<file path="config.mk">
export PLATFORM = sky130hd
export DESIGN_NAME = vc_arbiter_demux
export DESIGN_NICKNAME = d
export VERILOG_FILES = /design/src/rtl/vc_arbiter_demux.sv
export SDC_FILE = /design/constraint.sdc
export NUM_CORES = 1
export LEC_CHECK = 0
export CAP_MARGIN = 25
export CORE_UTILIZATION = 45
export CTS_CLUSTER_DIAMETER = 80
export CTS_CLUSTER_SIZE = 14
export DETAILED_ROUTE_END_ITERATION = 8
export GPL_TIMING_DRIVEN = 0
export PLACE_DENSITY = 0.8
export SLEW_MARGIN = 15
export SYNTH_ARGS = -nofsm -noshare
export SYNTH_HDL_FRONTEND = slang
export SYNTH_SLANG_ARGS = --single-unit
</file>
<file path="constraint.sdc">
create_clock -name clk -period 2.75 [get_ports clk]
set_input_delay 0.6875 -clock clk [delete_from_list [all_inputs] [get_ports clk]]
set_output_delay 0.6875 -clock clk [all_outputs]
set_load 0.05 [all_outputs]
</file>
<file path="src/rtl/vc_arbiter_demux.sv">
// Drains the VC0/VC1 FIFOs with VC0 priority and a VC1 anti-starvation rule, and routes
// each popped word to destination D0 or D1 by one header bit, two clocks after the pop.
module vc_arbiter_demux #(
  parameter int unsigned data_width    = 6,
  parameter int unsigned dest_bit      = 4,
  parameter int unsigned max_vc0_burst = 4,
  parameter int unsigned cnt_width     = 8
) (
  input  logic                  clk,
  input  logic                  reset,
  input  logic                  init,
  input  logic                  empty_fifo_VC0,
  input  logic                  empty_fifo_VC1,
  input  logic [data_width-1:0] data_out_VC0,
  input  logic [data_width-1:0] data_out_VC1,
  input  logic                  almost_full_D0,
  input  logic                  almost_full_D1,
  input  logic                  full_D0,
  input  logic                  full_D1,
  output logic                  rd_enable_VC0,
  output logic                  rd_enable_VC1,
  output logic                  wr_enable_D0,
  output logic                  wr_enable_D1,
  output logic [data_width-1:0] data_in_D0,
  output logic [data_width-1:0] data_in_D1,
  output logic                  active_out,
  output logic                  idle_out,
  output logic [cnt_width-1:0]  pop_cnt_VC0,
  output logic [cnt_width-1:0]  pop_cnt_VC1
);

  localparam int unsigned burst_width = $clog2(max_vc0_burst + 1);

  typedef enum logic [1:0] {
    ST_INIT   = 2'd0,
    ST_IDLE   = 2'd1,
    ST_ACTIVE = 2'd2
  } state_t;

  state_t                 state_q, state_d;
  logic [burst_width-1:0] burst_q, burst_d;
  logic                   s1_valid_q, s1_valid_d;
  logic                   s1_src_q, s1_src_d;
  logic                   wr_d0_q, wr_d0_d;
  logic                   wr_d1_q, wr_d1_d;
  logic [data_width-1:0]  data_d0_q, data_d0_d;
  logic [data_width-1:0]  data_d1_q, data_d1_d;
  logic [cnt_width-1:0]   cnt_vc0_q, cnt_vc0_d;
  logic [cnt_width-1:0]   cnt_vc1_q, cnt_vc1_d;
  logic                   active_q, active_d;
  logic                   idle_q, idle_d;

  logic                   stall;
  logic                   pop_ok;
  logic                   burst_full;
  logic                   s2_valid;
  logic                   rd_vc0;
  logic                   rd_vc1;
  logic [data_width-1:0]  s1_word;

  assign stall      = almost_full_D0 | almost_full_D1 | full_D0 | full_D1;
  assign pop_ok     = init && (state_q == ST_ACTIVE) && !stall;
  assign burst_full = (burst_q == burst_width'(max_vc0_burst));
  assign s2_valid   = wr_d0_q | wr_d1_q;

  // FSM state register
  always_ff @(posedge clk or negedge reset) begin
    if (!reset) begin
      state_q <= ST_INIT;
    end else begin
      state_q <= state_d;
    end
  end

  // FSM next state; soft init overrides every transition
  always_comb begin
    state_d = state_q;
    case (state_q)
      ST_INIT:   state_d = ST_IDLE;
      ST_IDLE:   if (!empty_fifo_VC0 || !empty_fifo_VC1) state_d = ST_ACTIVE;
      ST_ACTIVE: if (empty_fifo_VC0 && empty_fifo_VC1 && !s1_valid_q && !s2_valid) state_d = ST_IDLE;
      default:   state_d = ST_INIT;
    endcase
    if (!init) state_d = ST_INIT;
  end

  // FSM outputs: pop arbitration, VC0 first unless its burst allowance is used up
  always_comb begin
    rd_vc0 = 1'b0;
    rd_vc1 = 1'b0;
    if (pop_ok) begin
      if (!empty_fifo_VC0 && !(burst_full && !empty_fifo_VC1)) begin
        rd_vc0 = 1'b1;
      end else if (!empty_fifo_VC1) begin
        rd_vc1 = 1'b1;
      end
    end
  end

  assign rd_enable_VC0 = rd_vc0;
  assign rd_enable_VC1 = rd_vc1;

  // Datapath next values: burst tracking, routing of the word returned by the FIFO, counters
  always_comb begin
    s1_word    = s1_src_q ? data_out_VC1 : data_out_VC0;
    s1_valid_d = rd_vc0 | rd_vc1;
    s1_src_d   = rd_vc1;
    wr_d0_d    = s1_valid_q && !s1_word[dest_bit];
    wr_d1_d    = s1_valid_q && s1_word[dest_bit];
    data_d0_d  = wr_d0_d ? s1_word : '0;
    data_d1_d  = wr_d1_d ? s1_word : '0;
    cnt_vc0_d  = cnt_vc0_q + cnt_width'(rd_vc0);
    cnt_vc1_d  = cnt_vc1_q + cnt_width'(rd_vc1);
    burst_d    = burst_q;
    if (rd_vc1 || empty_fifo_VC1) begin
      burst_d = '0;
    end else if (rd_vc0 && !burst_full) begin
      burst_d = burst_q + burst_width'(1);
    end
    active_d = (state_d == ST_ACTIVE);
    idle_d   = (state_d == ST_IDLE) && !s1_valid_d && !(wr_d0_d || wr_d1_d);
    if (!init) begin
      s1_valid_d = 1'b0;
      s1_src_d   = 1'b0;
      wr_d0_d    = 1'b0;
      wr_d1_d    = 1'b0;
      data_d0_d  = '0;
      data_d1_d  = '0;
      cnt_vc0_d  = '0;
      cnt_vc1_d  = '0;
      burst_d    = '0;
      active_d   = 1'b0;
      idle_d     = 1'b0;
    end
  end

  // Datapath registers
  always_ff @(posedge clk or negedge reset) begin
    if (!reset) begin
      burst_q    <= '0;
      s1_valid_q <= 1'b0;
      s1_src_q   <= 1'b0;
      wr_d0_q    <= 1'b0;
      wr_d1_q    <= 1'b0;
      data_d0_q  <= '0;
      data_d1_q  <= '0;
      cnt_vc0_q  <= '0;
      cnt_vc1_q  <= '0;
      active_q   <= 1'b0;
      idle_q     <= 1'b0;
    end else begin
      burst_q    <= burst_d;
      s1_valid_q <= s1_valid_d;
      s1_src_q   <= s1_src_d;
      wr_d0_q    <= wr_d0_d;
      wr_d1_q    <= wr_d1_d;
      data_d0_q  <= data_d0_d;
      data_d1_q  <= data_d1_d;
      cnt_vc0_q  <= cnt_vc0_d;
      cnt_vc1_q  <= cnt_vc1_d;
      active_q   <= active_d;
      idle_q     <= idle_d;
    end
  end

  assign wr_enable_D0 = wr_d0_q;
  assign wr_enable_D1 = wr_d1_q;
  assign data_in_D0   = data_d0_q;
  assign data_in_D1   = data_d1_q;
  assign active_out   = active_q;
  assign idle_out     = idle_q;
  assign pop_cnt_VC0  = cnt_vc0_q;
  assign pop_cnt_VC1  = cnt_vc1_q;

endmodule

</file>
# Word level (Yosys, flattened, before mapping)
# Cells that the tools add are included.
# word_totals
ff_bits	39
word_cells	77
out_inout_bits	34
input_bits	21
# op_classes
n_eq_ne	6
n_bitwise	5
reduce_logical	26
addsub	3
n_mux	25
# op_table
operator	n
$mux 6	5
$add 8x1->8	2
$mux 8	2
$logic_and 1x1->1	12
$mux 1	11
$logic_not 1->1	10
$mux 3	3
$mux 2	3
$pmux 2 s3	1
$or 1x1->1	5
$eq 2x1->1 const B	2
$eq 2x2->1 const B	2
$add 3x1->3 const B	1
$eq 3x3->1 const B	1
$logic_or 1x1->1	3
$ne 3x1->1 const B	1
$logic_not 2->1	1

# Depth between registers and ports, before layout
# Gate-level depths: netlist of the first run.
# depth
depth_word	11
ltp_mapped	10
mapped_depth_nobuf	10

# Worst setup path before layout of the first run
# OpenSTA, ideal clock, no wires.
# synth_timing
kind	input to register
startpoint	in full_D0
endpoint	reg cnt_vc1_q[6], in the netlist pop_cnt_VC1[6]
path_buffers	0
cell_stages	8
arrival_time_ns	3.430
path_slack_ns	-0.759
setup_ns	0.078
cell_sequence	or3b_2 -> a211oi_1 -> nor2b_1 -> ha_1 -> ha_1 -> nand2_1 -> or3_1 -> a21oi_1
# synth_between
elab_chain_len	7
# synth_lines
item	line_no	source
start, declared	18	input logic full_D0,
$or 1x1->1 (2 in a row)	61	assign stall = almost_full_D0 | almost_full_D1 | full_D0 | full_D1;
$logic_not 1->1	62	assign pop_ok = init && (state_q == ST_ACTIVE) && !stall;
$logic_and 1x1->1	62	
$mux 1	91	if (pop_ok) begin
via rd_enable_VC1	21	output logic rd_enable_VC1,
$add 8x1->8	113	cnt_vc1_d = cnt_vc1_q + cnt_width'(rd_vc1);
$mux 8	122	if (!init) begin
via cnt_vc1_d[6]	49	logic [cnt_width-1:0] cnt_vc1_q, cnt_vc1_d;
end signal, assigned	160	cnt_vc1_q <= cnt_vc1_d;
end, declared	49	
# The timed path passes the listed nets, and every way through them passes these cells.
# A chain may end at the register's enable or synchronous reset.

# Worst setup path after layout of the first run
# layout_timing
startpoint	in empty_fifo_VC0
endpoint	out rd_enable_VC1
# layout_between
elab_chain_len	4
# layout_lines
item	line_no	source
start, declared	12	input logic empty_fifo_VC0,
$logic_not 1->1	92	if (!empty_fifo_VC0 && !(burst_full && !empty_fifo_VC1)) begin
$logic_and 1x1->1	92	
$mux 1	92	
$mux 1	91	
end, declared	21	
# Every way passes these cells.

==> results of run 1 <==
==> final cells by class <==
class / instances / area, um^2 / share of cell area, %
multi-input combinational: 108 / 764 / 30.7
tap: 48 / 60.1 / 2.41
sequential: 39 / 976 / 39.1
buffer: 4 / 15.0 / 0.602
timing repair buffer: 59 / 567 / 22.7
clock inverter: 1 / 5.00 / 0.201
inverter: 8 / 30.0 / 1.20
clock buffer: 7 / 76.3 / 3.06
==> sequential cells by signal, indices dropped and copies added (netlist names), 2 cells and up <==
signal       cells
pop_cnt_VC1      8
data_in_D1       6
pop_cnt_VC0      8
data_in_D0       6
state_q          2
burst_q          3
==> synth_stat cells, drive strengths merged <==
cell type,number,area [um^2]
dfrtp,39,976
nor2,17,63.8
a21oi,10,50.1
inv,8,30.0
nand2,8,30.0
o21ai,8,40.0
nand3,7,35.0
or3,7,43.8
ha,6,75.1
mux2i,6,60.1
a211oi,4,30.0
and2,4,25.0
clkbuf,4,15.0
nand4,4,25.0
xor2,4,35.0
nand3b,2,15.0
nor2b,2,12.5
o31ai,2,15.0
xnor2,2,17.5
a21o,1,7.51
a31oi,1,6.26
and3,1,6.26
and4,1,8.76
conb,1,3.75
nand2b,1,6.26
nor3b,1,7.51
nor4b,1,8.76
o211ai,1,7.51
o41ai,1,8.76
or2,1,6.26
or2b,1,8.76
or3b,1,8.76
or4,1,7.51
or4b,1,13.8
==> cell families after synthesis <==
family                     after synthesis  share of synthesized area, %
AOI/OAI and AO/OA                       28                          9.66
other                                    1                         0.219
adders and majority gates                6                          4.39
buffers and inverters                   12                          2.63
DFF                                     39                          57.1
and+or+nand+nor                         61                          19.5
xor gates and xnor gates                 6                          3.07
muxes                                    6                          3.51
==> final timing paths <==
kind	slack, ns	from	to
max	0.11	empty_fifo_VC0	rd_enable_VC1
min	0.27	reset	pop_cnt_VC1[2]
max reg2reg	0.31	state_q[0]	pop_cnt_VC1[6]
min reg2reg	0.57	pop_cnt_VC1[7]	pop_cnt_VC1[7]
max in group asynchronous	2.04	reset	wr_enable_D0
min in group clk	0.57	pop_cnt_VC1[7]	pop_cnt_VC1[7]
==> power by group <==
group / switching, mW / internal [mW]
clock: 0.179 / 0.178
combinational: 0.0538 / 0.0437
sequential: 0.00547 / 0.580
total: 0.238 / 0.801
==> repair_timing <==
item                                    in CTS  in global routing
pin swaps                                    3                  2
buffers inserted                             4                  0
endpoints found under the setup margin       9                  1
resized for setup                           22                  4
==> stage by stage <==
step,setup WS (ns),instance area [um^2]
final,0.113,2490
after global routing,0.0617,2490
after CTS,0.00782,2500
after detailed placement,-1.02,2380
after global placement,-1.01,2360
after floorplan,-0.0841,1760
==> layer usage <==
metal	part of all wire [%]	track usage, %	vias to the layer above
li1	-	-	687
met1	42	23.7	683
met2	50	36.0	49
met3	7.4	9.06	4
met4	0.86	5.68	0
met5	0	0	-
==> run metrics, run 1 <==
status complete, no violations; Max Cap Viol 0; CP top delay family buffers and inverters; Filler cells 287; mean post-synth cell area ~11 um^2; crit path cell chain clkdlybuf4s50_1 -> inv_1 -> a211oi_4 -> nor2b_4 -> buf_6; Worst Hold Class primary input to async pin; # DRC 0; 1st-iter DRT viols 79; Core ar. 3660 um^2; CP Max Fanout 6; IO buf count 54; first-pass GRT wire length roughly 6.5 mm; GRT Residual Overflow 0; Final HPWL DP 2.81 mm; # diodes 0; Initial Utilization 46.7%; share of layout cells above drive strength 1 11.9%; row cnt 22; final cycle utilization of the critical path 95.9%; Post-Syn Nets 186; Hold Slack 0.271 ns; Vias per Instance 5.19; P per Cell Area 417 nW/um^2; Placer Congestion 0.738; Area growth syn-to-layout 45.8%; routed len/inst around 14 um; total number of vias 1,423; # clock sinks 39; Root Buffer clkbuf_8; post-placement cell count 262; CTS HTree Levels 2; skew final 0.00407 ns; final hold vios 0; commonest non-fill, non-tap cell in the layout clkdlybuf4s50_1; Crit path largest cell delay 0.57 ns; CTS tree yes; initial antenna violation count 0; die area 4050 um^2; DRT Wirelength 3.74 mm; crit path time final 2.64 ns; vias in the first global route 1,433; R2R cell count 9; endpoint class of the critical path output pin; I/O pins 55; post-route ant nets 0; commonest non-fill, non-tap cells in the layout clkdlybuf4s50_1, dfrtp_1, nor2_1; synthesized area 1710 um^2; cells after synthesis 159; setup tns final 0 ns; CP bufs+invs 3; Worst Path Required around 2.1 ns; largest net degree at the start of global routing 31; fmax 379 MHz; clk buf depth 2; Total Routing Usage GR 21.0%; clock slew at reported path FFs about 0.070 ns; crit path kind primary input to output pin; crit start category primary input; endpoints failing setup 0; CP arrival a little under 2 ns; utilization after layout 68.1%; flop and latch count out of synthesis 39; Num CTS Buffers 5; RSZ-0062 raised after global routing no; Die Ht about 64 um; peak supply drop 295 uV; register area share after synthesis roughly 57%; final std cells w/o fill 274; total power 1.04 mW; Slew Viols, Final 0; Final nets around 250; Worst-Skew Late Latency between 0.2 and 0.3 ns; Hold Buf Count CTS 0; Warnings, synthesis 0; Die X about 64 um; Worst path depth 5; worst-margin pin slew roughly 0.52 ns; Initial DRT Pass Iterations 4; leak pwr 1.08 nW; distinct cell type count of the synthesized netlist 34; Slew Limit Headroom 65.3%; CP max stage cell clkdlybuf4s50_1
No activity file was read; power rests on OpenSTA's default activity.
==> run 2, diff against run 1 <==
CORE_MARGIN = 8   (was not set)
CTS_CLUSTER_SIZE = not set   (was 14)
GPL_ROUTABILITY_DRIVEN = 0   (was not set)
==> run 2 against run 1 <==
Sequential power barely moved; final cell count rose by 0.36%; via count rose by 0.49%; largest cell class unchanged; largest power group unchanged.
==> run metrics, run 2 (same netlist as run 1, synthesis figures left out) <==
Final HPWL DP 3.04 mm; largest net degree at the start of global routing 35; total power 1.10 mW; CTS HTree Levels 2; DRT Wirelength roughly 3.9 mm; RSZ-0062 raised after global routing no; crit path kind primary input to output pin; # clock sinks 39; Pint 0.852 mW; Vias per Instance 5.20; utilization after layout between 60 and 70%; Die X 77.7 um; CP bufs+invs 3; Core ar. 3660 um^2; crit start category primary input; commonest non-fill, non-tap cell in the layout clkdlybuf4s50_1; Slew Limit Headroom 64.5%; Slew Viols, Final 0; CP Max Fanout 6; Worst Path Required around 2.1 ns; Num CTS Buffers 5; Initial DRT Pass Iterations 4; Clock Power Share 37.7%; fin area 2520 um^2; crit path cell chain clkdlybuf4s50_1 -> inv_1 -> a211oi_4 -> nor2b_4 -> buf_8; Worst Hold Class primary input to async pin; Crit path largest cell delay 0.58 ns; # DRC 0; row cnt 22; initial antenna violation count 0; clk buf depth 2; skew final 0.00621 ns; # diodes 0; total number of vias 1,430; register share of total power 53.4%; Post-DP Area roughly 2400 um^2; Worst-Skew Late Latency about 0.28 ns; die area 6030 um^2; final hold vios 0; CTS tree yes; commonest non-fill, non-tap cells in the layout clkdlybuf4s50_1, dfrtp_1, nor2_1; peak supply drop 252 uV; Die Ht 77.7 um; routed len/inst 14.2 um; Logic pwr share between 8 and 9%; CP arrival 1.97 ns; status complete, no violations; net switching power 0.245 mW; post-route ant nets 0; setup tns final 0 ns; 1st-iter DRT viols 61; IO buf count 54; first-pass GRT wire length 6.69 mm; clock slew at reported path FFs 0.07 ns; Total Routing Usage GR 13.5%; Filler cells about 280; leak pwr 1.10 nW; R2R cell count 9; Hold Slack 0.228 ns; worst r2r src state_q[0]; Max Cap Viol 0; switch share roughly 22%; r2r setup slk between 0.2 and 0.3 ns; GRT Residual Overflow 0; crit path time final approximately 2.7 ns; endpoints failing setup 0; I/O pins 55; Initial Utilization 46.7%; final cycle utilization of the critical path 96.6%; share of layout cells above drive strength 1 12.8%; capturing point of the worst reg2reg path pop_cnt_VC1[6]; endpoint class of the critical path output pin; Area growth syn-to-layout 47.5%; Final nets ~250; fmax 377 MHz; P per Cell Area 435 nW/um^2; CP max stage cell clkdlybuf4s50_1; Root Buffer clkbuf_8; worst-margin pin slew between 0.5 and 0.6 ns; vias in the first global route 1,478; CP top delay family buffers and inverters
==> run 2: changes by cell type in the layout (fill, tap and decap cells not counted) <==
| cell | change |
|---|---|
| clkbuf_8 | +2 |
| buf_4 | +1 |
| buf_6 | -1 |
| buf_8 | +1 |
| clkbuf_1 | -1 |
| clkinv_2 | -1 |
==> run 2: worst max-delay path by stage <==
stage	from	to	slack, ns	depth (start not counted)
after floorplan	almost_full_D1	pop_cnt_VC1[6]	-0.08	8
after global routing	empty_fifo_VC0	rd_enable_VC1	0.04	5
after detailed placement	almost_full_D1	rd_enable_VC1	-1.06	5
final	empty_fifo_VC0	rd_enable_VC1	0.09	5
after global placement	almost_full_D1	rd_enable_VC1	-1.02	5
after CTS	almost_full_D0	rd_enable_VC1	0.03	5
==> run 2: layout make-up <==
cell class	instances	area (um^2)	area share (%)
Sequential cell	39	976	38.7
Multi-Input combinational cell	108	764	30.3
Timing Repair Buffer	60	578	22.9
Clock buffer	8	100	3.97
Tap cell	48	60.1	2.38
Inverter	8	30.0	1.19
Buffer	4	15.0	0.595
==> run 2: stage by stage <==
step           std cells  worst slack (ns)
2_1_floorplan        159           -0.0841
3_3_place_gp         261             -1.02
4_1_cts              274            0.0316
5_1_grt              275            0.0448
6_report             275            0.0945
3_5_place_dp         262             -1.06
==> run 2: repair_timing <==
item                       CTS  global route
pin swaps                    3             2
gates resized for setup     22             5
setup buffers                4             1
hold buffers                 0             0
setup endpoints to repair    8             1
==> run 2: power by group through the flow <==
stage / Clock [mW] / Sequential, mW / Combinational [mW]
final: 0.414 / 0.586 / 0.0974
after global routing: 0.450 / 0.586 / 0.107
after CTS: 0.423 / 0.586 / 0.0993
after detailed placement: 0 / 0.596 / 0.0983
after global placement: 0 / 0.596 / 0.0939
after floorplan: 0 / 0.608 / 0.0249
==> run 2: routing by layer <==
layer,track usage [%],vias to the layer above,routed length [um]
met4,5.09,0,49
met3,6.91,7,420
met2,21.1,54,1850
li1,-,686,-
met1,15.4,683,1600
met5,0,-,0
==> run 3, diff against run 2 <==
CTS_CLUSTER_DIAMETER = 150   (was 80)
==> results of run 3 <==
The final DEF is identical to that of run 2; final timing and power are the same.
